<file path="src/rtl/button_event_arbiter_if.sv">
// Press-event handshake between the button arbiter and its consumer.
// The arbiter drives ev_valid/ev_id; the consumer drives ev_ready.
interface button_event_arbiter_if #(
    parameter int ID_W = 2
);
    logic            ev_valid;
    logic            ev_ready;
    logic [ID_W-1:0] ev_id;

    modport master (output ev_valid, output ev_id, input ev_ready);
    modport slave  (input ev_valid, input ev_id, output ev_ready);
endinterface

</file>
<file path="src/rtl/button_event_arbiter.sv">
// Synchronizes, debounces and edge-detects N push buttons, then serializes the
// resulting press events round-robin onto a single valid/ready event port.
module button_event_arbiter #(
    parameter int N        = 4,
    parameter int ID_W     = 2,
    parameter int DEBOUNCE = 4
) (
    input  logic                   clk,
    input  logic                   rst_n,
    input  logic [N-1:0]           btn,
    button_event_arbiter_if.master ev,
    output logic [N-1:0]           dropped,
    output logic [N-1:0]           db_level
);
    localparam int              CNT_W   = $clog2(DEBOUNCE) + 1;
    localparam logic [CNT_W-1:0] CNT_MAX = CNT_W'(DEBOUNCE - 1);
    localparam logic [ID_W-1:0]  ID_LAST = ID_W'(N - 1);

    logic [N-1:0]     s1_r;
    logic [N-1:0]     s2_r;
    logic [CNT_W-1:0] cnt_r [N];
    logic [N-1:0]     db_level_r;
    logic [N-1:0]     pending_r;
    logic [N-1:0]     dropped_r;
    logic [ID_W-1:0]  rr_ptr_r;
    logic             ev_valid_r;
    logic [ID_W-1:0]  ev_id_r;

    logic [N-1:0]     rise_s;
    logic [N-1:0]     grant_oh_s;
    logic             grant_valid_s;
    logic [ID_W-1:0]  grant_id_s;
    logic             free_s;
    logic             fire_s;

    // Two-flop synchronizer per channel.
    always_ff @(posedge clk or negedge rst_n) begin
        if (!rst_n) begin
            s1_r <= '0;
            s2_r <= '0;
        end else begin
            s1_r <= btn;
            s2_r <= s1_r;
        end
    end

    // Debounce: a new level is accepted only after DEBOUNCE consecutive differing samples.
    always_ff @(posedge clk or negedge rst_n) begin
        if (!rst_n) begin
            db_level_r <= '0;
            for (int i = 0; i < N; i++) begin
                cnt_r[i] <= '0;
            end
        end else begin
            for (int i = 0; i < N; i++) begin
                if (s2_r[i] == db_level_r[i]) begin
                    cnt_r[i] <= '0;
                end else if (cnt_r[i] == CNT_MAX) begin
                    db_level_r[i] <= s2_r[i];
                    cnt_r[i]      <= '0;
                end else begin
                    cnt_r[i] <= cnt_r[i] + CNT_W'(1);
                end
            end
        end
    end

    // A press is the edge on which the debounced level is about to go 0->1.
    always_comb begin
        rise_s = '0;
        for (int i = 0; i < N; i++) begin
            if (!db_level_r[i] && s2_r[i] && (cnt_r[i] == CNT_MAX)) begin
                rise_s[i] = 1'b1;
            end else begin
                rise_s[i] = 1'b0;
            end
        end
    end

    // Round-robin search for the first pending channel starting at rr_ptr.
    always_comb begin
        int idx;
        idx           = 0;
        grant_valid_s = 1'b0;
        grant_id_s    = '0;
        grant_oh_s    = '0;
        free_s        = !ev_valid_r || ev.ev_ready;
        for (int k = 0; k < N; k++) begin
            idx = int'(rr_ptr_r) + k;
            if (idx >= N) begin
                idx = idx - N;
            end else begin
                idx = idx;
            end
            if (!grant_valid_s && pending_r[idx]) begin
                grant_valid_s = 1'b1;
                grant_id_s    = ID_W'(idx);
            end else begin
                grant_valid_s = grant_valid_s;
            end
        end
        fire_s = free_s && grant_valid_s;
        for (int i = 0; i < N; i++) begin
            if (fire_s && (grant_id_s == ID_W'(i))) begin
                grant_oh_s[i] = 1'b1;
            end else begin
                grant_oh_s[i] = 1'b0;
            end
        end
    end

    // Output register, round-robin pointer, pending set/clear and drop pulses.
    always_ff @(posedge clk or negedge rst_n) begin
        if (!rst_n) begin
            ev_valid_r <= 1'b0;
            ev_id_r    <= '0;
            rr_ptr_r   <= '0;
            pending_r  <= '0;
            dropped_r  <= '0;
        end else begin
            if (fire_s) begin
                ev_valid_r <= 1'b1;
                ev_id_r    <= grant_id_s;
                rr_ptr_r   <= (grant_id_s == ID_LAST) ? '0 : grant_id_s + ID_W'(1);
            end else if (free_s) begin
                ev_valid_r <= 1'b0;
            end else begin
                ev_valid_r <= ev_valid_r;
            end
            for (int i = 0; i < N; i++) begin
                // A press arriving with its own grant is re-queued rather than lost.
                if (grant_oh_s[i]) begin
                    pending_r[i] <= rise_s[i];
                    dropped_r[i] <= 1'b0;
                end else if (rise_s[i]) begin
                    pending_r[i] <= 1'b1;
                    dropped_r[i] <= pending_r[i];
                end else begin
                    dropped_r[i] <= 1'b0;
                end
            end
        end
    end

    assign ev.ev_valid = ev_valid_r;
    assign ev.ev_id    = ev_id_r;
    assign dropped     = dropped_r;
    assign db_level    = db_level_r;
endmodule

</file>
<file path="src/flat_wrapper.sv">
// flat-port wrapper written by rule: the top's interface ports become plain ports
module button_event_arbiter_flat 
#(
    parameter int N        = 4,
    parameter int ID_W     = 2,
    parameter int DEBOUNCE = 4
)
  (clk, rst_n, btn, dropped, db_level, ev_ev_valid, ev_ev_id, ev_ev_ready);
  button_event_arbiter_if #(.ID_W(ID_W)) ev_i ();
  input  logic clk;
  input  logic rst_n;
  input  logic [N-1:0] btn;
  output logic [N-1:0] dropped;
  output logic [N-1:0] db_level;
  output wire logic [$bits(ev_i.ev_valid)-1:0] ev_ev_valid;
  output wire logic [$bits(ev_i.ev_id)-1:0] ev_ev_id;
  input wire logic [$bits(ev_i.ev_ready)-1:0] ev_ev_ready;
  assign ev_ev_valid = ev_i.ev_valid;
  assign ev_ev_id = ev_i.ev_id;
  assign ev_i.ev_ready = ev_ev_ready;
  button_event_arbiter #(.N(N), .ID_W(ID_W), .DEBOUNCE(DEBOUNCE)) u_core (.clk(clk), .rst_n(rst_n), .btn(btn), .ev(ev_i), .dropped(dropped), .db_level(db_level));
endmodule
</file>
<file path="config.mk">
export PLATFORM = sky130hd
export DESIGN_NAME = button_event_arbiter_flat
export DESIGN_NICKNAME = d
export VERILOG_FILES = /design/src/rtl/button_event_arbiter_if.sv /design/src/rtl/button_event_arbiter.sv /design/src/flat_wrapper.sv
export SDC_FILE = /design/constraint.sdc
export NUM_CORES = 1
export LEC_CHECK = 0
export ABC_AREA = 1
export CORE_MARGIN = 5
export CORE_UTILIZATION = 37
export CTS_CLUSTER_DIAMETER = 200
export DETAILED_ROUTE_END_ITERATION = 12
export GPL_TIMING_DRIVEN = 0
export PLACE_DENSITY = 0.57
export SLEW_MARGIN = 15
export SYNTH_ARGS = -nofsm -noshare
export SYNTH_HDL_FRONTEND = slang
export SYNTH_SLANG_ARGS = --single-unit
</file>
<file path="constraint.sdc">
create_clock -name clk -period 2.8 [get_ports clk]
set_input_delay 0.28 -clock clk [delete_from_list [all_inputs] [get_ports clk]]
set_output_delay 0.28 -clock clk [all_outputs]
set_load 0.02 [all_outputs]
</file>
==> results of run 1 <==
-- cells in the mapped netlist --
cell type  number  area, µm²
inv_1          33        124
buf_6           1       11.3
inv_2           2       7.51
nand4_1         2       12.5
nor2_1         15       56.3
nor2_4          1       11.3
nand2_1        63        236
dfrtp_1        37        926
a21oi_1         3       15.0
nand2_2         3       18.8
o21ai_0         3       15.0
o21ai_1         3       15.0
nand3_4         1       17.5
nand2_4         1       11.3
nand3_1        14       70.1
inv_4           1       6.26
nor3_1          5       25.0
ha_1           12        150
-- metrics by stage --
stage | power [mW] | setup slack, ns | util | hold WS, ns
after global routing | 2.67 | 0.680 | 0.466 | 0.358
after global placement | 2.06 | 0.546 | 0.442 | 0.332
after detailed placement | 2.08 | 0.832 | 0.445 | 0.189
after CTS | 2.44 | 0.819 | 0.466 | 0.351
final | 2.39 | 0.839 | 0.466 | 0.348
after floorplan | 1.75 | 1.03 | - | -0.0156
-- worst max-delay path by stage --
stage / from / end / slack (ns) / cells past startpoint
detailed placement: u_core.rr_ptr_r[0] / u_core.rr_ptr_r[1] / 0.83 / 12
CTS: u_core.rr_ptr_r[0] / u_core.rr_ptr_r[1] / 0.82 / 12
global route: u_core.rr_ptr_r[0] / u_core.rr_ptr_r[1] / 0.68 / 12
finish: u_core.rr_ptr_r[0] / u_core.rr_ptr_r[1] / 0.84 / 12
floorplan: u_core.rr_ptr_r[0] / u_core.rr_ptr_r[1] / 1.03 / 12
global placement: rst_n / u_core.rr_ptr_r[0] / 0.55 / 1
-- layer usage --
metal  up-vias  wire (µm)
met4         0         61
met5         -          0
met1       553       1290
met2        17       1230
met3         6        129
li1        660          -
-- kinds of logic (layout without fill, tap and decap cells) --
kind of cell             after synthesis  count (layout)  share of synthesized area
AND/OR/NAND/NOR                      105             105                      0.266
flip-flops                            37              37                      0.535
buffers and inverters                 37              64                     0.0861
adder cells (fa/ha/maj)               12              12                     0.0868
AO/OA/AOI/OAI                          9               9                     0.0260
-- cell type report --
cell class | count | share of cell area
inverter | 36 | 0.0665
multi-input combinational | 126 | 0.316
sequential | 37 | 0.447
clock buffer | 8 | 0.0387
tap | 52 | 0.0314
buffer | 1 | 0.00544
timing repair buffer | 19 | 0.0943
-- where the power goes --
part,internal (mW),switching (mW),leakage [nW]
sequential,0.683,0.0760,0.469
combinational,0.479,0.814,0.627
clock,0.177,0.167,0.0395
total,1.34,1.06,1.14
-- registers in the layout (all words and copies together) (netlist names) --
register            count
u_core.ev.ev_valid      1
u_core.s1_r             4
u_core.db_level         4
u_core.rr_ptr_r         2
u_core.s2_r             4
u_core.dropped          4
u_core.pending_r        4
u_core.ev.ev_id         2
u_core.cnt_r           12
-- repair_timing --
action	in CTS	in global routing
endpoints found under the hold margin	11	0
buffers inserted	0	0
hold buffers	1	0
endpoints found under the setup margin	0	0
==> impl_results.rst, run 1 <==
.. list-table::
   :header-rows: 1

   * - Metric
     - Value
   * - Met2 layer usage reported by global route
     - 0.177
   * - Horizontal die dimension
     - 78.4 µm
   * - Number of fill cells
     - 461
   * - Share of cells above drive strength 1
     - 0.0749
   * - Number of register bits inferred by synthesis
     - 37
   * - Length in cells of the worst reg-to-reg path
     - 12
   * - Average routed wire per standard cell
     - 9.69 µm
   * - CTS tree
     - built
   * - Min Tclk post-route
     - 1.96 ns
   * - Achievable frequency
     - 510 MHz
   * - Post-cts sizing count
     - 0
   * - Port Buf Inserts
     - 17
   * - Arrival time of the worst setup path
     - 2.13 ns
   * - Total CTS buffers
     - 5
   * - Initial core utilization
     - 0.389
   * - Syn. warnings
     - 0
   * - Placed cell area
     - 0.00198 mm²
   * - Post-synth design cell area
     - 0.00173 mm²
   * - Post-layout nets
     - 245
   * - Number of antenna violations at the first check in global routing
     - 0
   * - Leak
     - 1.14 nW
   * - Clock latency of the later-clocked register in the worst-skew pair
     - 0.28 ns
   * - Clock Skews
     - 0.00514 ns
   * - Top library cells by usage in the layout, fill and taps aside
     - 63 x nand2_1, 37 x dfrtp_1, 33 x inv_1
   * - Met3 track demand over resource
     - 0.0389
   * - Via count normalized by instance count
     - 4.43
   * - CP Launch Type
     - flop
   * - Final HPWL from detailed placement
     - 2.13 mm
   * - Final Cycle Share
     - 0.701
   * - Unrepaired setup endpoints after global routing
     - no
   * - Worst Hold Launch
     - u_core.s1_r[0]
   * - DR pass1 iterations
     - 4
   * - Cell Count, Final, Fillers Out
     - 279
   * - Global placement routability congestion
     - 0.820
   * - Run status
     - completed
   * - Highest net fanout along the worst path
     - 10
   * - Summed negative setup slack over all endpoints
     - 0 ns
   * - Placed cell count
     - 270
   * - Final antenna-violating net count
     - 0
   * - Remaining routing DRC violations
     - 0
   * - Worst setup EP type
     - flop
   * - Hold Vio Cnt, Final
     - 0
   * - Net count of the mapped netlist
     - 219
   * - Clock edge transition at the registers on the reported setup and hold paths
     - 0.07 ns
   * - Required time at the worst-slack endpoint
     - 2.97 ns
   * - Number of global-route vias before repair
     - 1213
   * - Worst-path cell with the longest stage delay
     - dfrtp_1
   * - Crit path top cell by count
     - nand2_1
   * - Root Buffer Master
     - clkbuf_8
   * - Area of the multi-input gates
     - 654 µm²
   * - Total power per unit cell area
     - 1160 mW/mm²
   * - CP Buf/Inv Count
     - 3
   * - Peak VDD IR
     - 343 µV
   * - Reg2reg start
     - u_core.rr_ptr_r[0]
   * - Maximum capacitance violations
     - 0
   * - Initial detailed-routing violation count
     - 80
   * - Final WL
     - 2.70 mm
   * - Global router's overall resource usage
     - 0.105
   * - Register-to-Register Setup Slack
     - 0.84 ns
   * - Sequential cell area
     - 926 µm²
   * - First-pass GRT wire length
     - 5.04 mm
   * - Worst slew margin
     - 0.799
   * - Netlist cell types
     - 18
   * - Slew @ Worst Pin
     - 0.302 ns
   * - Leftover overflow at the end of global routing
     - 0
   * - Kind of path behind the tightest hold check
     - reg -> reg
   * - Final count of negative-setup-slack endpoints
     - 0
   * - Cell family with most CP delay
     - simple AND/OR/NAND/NOR gates
   * - Total via count in the routed design
     - 1236
   * - Routing usage on met1
     - 0.118
   * - Share of synthesized area occupied by flip-flops and latches
     - 0.535
   * - Row count
     - 24
   * - Max Buffers Root-to-Sink
     - 2
   * - Hold endpoint
     - u_core.s2_r[0]
   * - Htree depth
     - 2
   * - Fin area
     - 0.00207 mm²
   * - Most frequent standard cell in the layout excluding fill and tap cells
     - nand2_1
   * - Synthesis-to-layout area growth
     - 19.7%
   * - Io pins
     - 18
   * - Maximum number of pins on one net before global-route repair
     - 27
   * - Clock Sinks
     - 37
   * - Number of antenna cells inserted
     - 0
   * - Busiest layer in global routing
     - met2
   * - Kind of critical path
     - reg -> reg
   * - Synth Instances
     - 200
   * - Die area
     - 0.00614 mm²
   * - Area of the core
     - 0.00444 mm²
   * - Cells traversed along the worst timing path
     - buf_6 > inv_4 > nand2_1 > nand3_1 > nand2_1 > nor2_4 > nand3_4 > nand3_1 > inv_1 > ha_1 > nand2_1 > o21ai_1
   * - Biggest cell delay along the critical path
     - 0.37 ns
   * - Pins Over Slew Limit
     - 0
   * - Chip Height
     - 78.4 µm
   * - Mean cell area of the mapped netlist
     - 8.65 µm²
   * - Number of stages on the worst hold path
     - 0
   * - Worst flop-to-flop path endpoint
     - u_core.rr_ptr_r[1]
No activity file was read; power rests on OpenSTA's default activity.
==> run 2, diff against run 1 <==
clock period = 2 ns   (was 2.8 ns; I/O delays follow)
==> run 2 against run 1 <==
Die area unchanged. Wire length up 3.5%. Sequential power up 41%. Critical path type unchanged.
==> impl_results.rst, run 2 (synthesis results as in run 1) <==
.. list-table::
   :header-rows: 1

   * - Metric
     - Value
   * - Placed cell area
     - 0.00198 mm²
   * - Clock latency of the later-clocked register in the worst-skew pair
     - 0.28 ns
   * - Row count
     - 24
   * - Worst-path cell with the longest stage delay
     - dfrtp_1
   * - Most frequent standard cell in the layout excluding fill and tap cells
     - nand2_1
   * - Max Buffers Root-to-Sink
     - 2
   * - Initial detailed-routing violation count
     - 94
   * - Power after layout
     - 3.52 mW
   * - Final worst hold slack
     - 0.335 ns
   * - Total via count in the routed design
     - 1259
   * - Final HPWL from detailed placement
     - 2.13 mm
   * - Maximum number of pins on one net before global-route repair
     - 27
   * - Number of fill cells
     - 460
   * - Final Cycle Share
     - 0.948
   * - DR pass1 iterations
     - 4
   * - Global router's overall resource usage
     - 0.105
   * - Crit path top cell by count
     - nand2_1
   * - Root Buffer Master
     - clkbuf_8
   * - Worst slew margin
     - 0.789
   * - Summed negative setup slack over all endpoints
     - 0 ns
   * - Final antenna-violating net count
     - 0
   * - Share of cells above drive strength 1
     - 0.122
   * - Flip-flop count of the largest register, all copies and words added
     - 12
   * - Cell Count, Final, Fillers Out
     - 282
   * - Total power per unit cell area
     - 1660 mW/mm²
   * - Number of global-route vias before repair
     - 1213
   * - Clock Sinks
     - 37
   * - Number of antenna violations at the first check in global routing
     - 0
   * - Via count normalized by instance count
     - 4.46
   * - Pins Over Slew Limit
     - 0
   * - Htree depth
     - 2
   * - Top reg by flops
     - u_core.cnt_r
   * - Highest net fanout along the worst path
     - 8
   * - Port Buf Inserts
     - 17
   * - Global placement routability congestion
     - 0.820
   * - Area of the core
     - 0.00444 mm²
   * - CTS tree
     - built
   * - Clock edge transition at the registers on the reported setup and hold paths
     - 0.07 ns
   * - Switching component of the power
     - 1.56 mW
   * - Die area
     - 0.00614 mm²
   * - Slew @ Worst Pin
     - 0.316 ns
   * - Horizontal die dimension
     - 78.4 µm
   * - Cell family with most CP delay
     - simple AND/OR/NAND/NOR gates
   * - Fin area
     - 0.00211 mm²
   * - Required time at the worst-slack endpoint
     - 2.17 ns
   * - Leftover overflow at the end of global routing
     - 0
   * - Number of antenna cells inserted
     - 0
   * - Sw Ratio
     - 0.444
   * - Cells traversed along the worst timing path
     - buf_6 > inv_4 > nand2_1 > nand3_1 > nand2_1 > nor2_4 > nand4_1 > nand2_2 > inv_2 > ha_1 > nand2_1 > o21ai_1
   * - CP Launch Type
     - flop
   * - Clock power frac
     - 0.136
   * - CP Buf/Inv Count
     - 3
   * - Kind of path behind the tightest hold check
     - in -> async
   * - Peak VDD IR
     - 501 µV
   * - Placed cell count
     - 270
   * - Kind of critical path
     - reg -> reg
   * - Biggest cell delay along the critical path
     - 0.40 ns
   * - Post-layout nets
     - 248
   * - Setup slack of the critical path after layout
     - 0.104 ns
   * - Worst setup EP type
     - flop
   * - Remaining routing DRC violations
     - 0
   * - Final count of negative-setup-slack endpoints
     - 0
   * - Leak
     - 1.15 nW
   * - Total CTS buffers
     - 5
   * - Average routed wire per standard cell
     - 9.93 µm
   * - Clock Skews
     - 0.00484 ns
   * - Register-to-Register Setup Slack
     - 0.10 ns
   * - Initial core utilization
     - 0.389
   * - Top library cells by usage in the layout, fill and taps aside
     - 61 x nand2_1, 37 x dfrtp_1, 31 x inv_1
   * - Io pins
     - 18
   * - Fraction of power consumed by combinational cells
     - 0.561
   * - Arrival time of the worst setup path
     - 2.07 ns
   * - Pre-CTS setup slack
     - 0.0319 ns
   * - Chip Height
     - 78.4 µm
   * - Run status
     - completed
   * - Sequential group share of total power
     - 0.303
   * - Min Tclk post-route
     - 1.90 ns
   * - Synthesis-to-layout area growth
     - 22.3%
   * - Final WL
     - 2.80 mm
   * - First-pass GRT wire length
     - 5.04 mm
   * - End-of-flow core utilization
     - 0.476
   * - Hold Vio Cnt, Final
     - 0
   * - Achievable frequency
     - 527 MHz
   * - Cell internal pwr
     - 1.95 mW
   * - Maximum capacitance violations
     - 0
-- run 2: changes by cell type in the layout (fill, tap and decap cells not counted), sizes merged --
| cell | before | now |
|---|---|---|
| buf | 3 | 6 |
-- run 2: final timing paths --
check / from / to / cells after the start
max in group asynchronous: rst_n / u_core.db_level[0] / 3
worst max register to register: u_core.rr_ptr_r[0] / u_core.rr_ptr_r[1] / 12
min in group clk: u_core.s1_r[0] / u_core.s2_r[0] / 0
worst min-delay path: rst_n / u_core.db_level[3] / 2
worst min register to register: u_core.s1_r[0] / u_core.s2_r[0] / 0
worst max-delay path: u_core.rr_ptr_r[0] / u_core.rr_ptr_r[1] / 12
-- run 2: metal layers --
metal	global-route usage	share of wire	vias to the layer above
li1	-	-	669
met1	0.118	0.48	571
met2	0.177	0.46	13
met3	0.0389	0.044	6
met4	0.0472	0.022	0
met5	0	0	-
-- run 2: final cells by class --
type / instances / area (µm²) / share of cell area
plain buffers: 1 / 11.3 / 0.00533
clock buffers: 8 / 80.1 / 0.0379
inverters: 36 / 138 / 0.0651
multi-input cells: 126 / 679 / 0.321
flip-flops and latches: 37 / 926 / 0.438
well taps: 52 / 65.1 / 0.0308
repair buffers: 22 / 215 / 0.102
-- run 2: what timing repair did --
action,4_1_cts,5_1_grt
hold buffers,1,0
setup buffers,0,2
endpoints found under the hold margin,11,0
gates resized for setup,0,8
endpoints found under the setup margin,0,8
-- run 2: power by group through the flow --
stage          Sequential [mW]  Combinational (mW)  Clock (mW)
5_1_grt                   1.09                2.26       0.550
4_1_cts                   1.06                1.85       0.509
2_1_floorplan             1.15                1.30           0
3_3_place_gp              1.08                1.80           0
6_report                  1.07                1.97       0.480
3_5_place_dp              1.08                1.84           0
==> run 3, diff against run 2 <==
CAP_MARGIN = 10   (was unset)
==> results of run 3 <==
No change in the layout: final DEF, timing and power equal those of run 2.
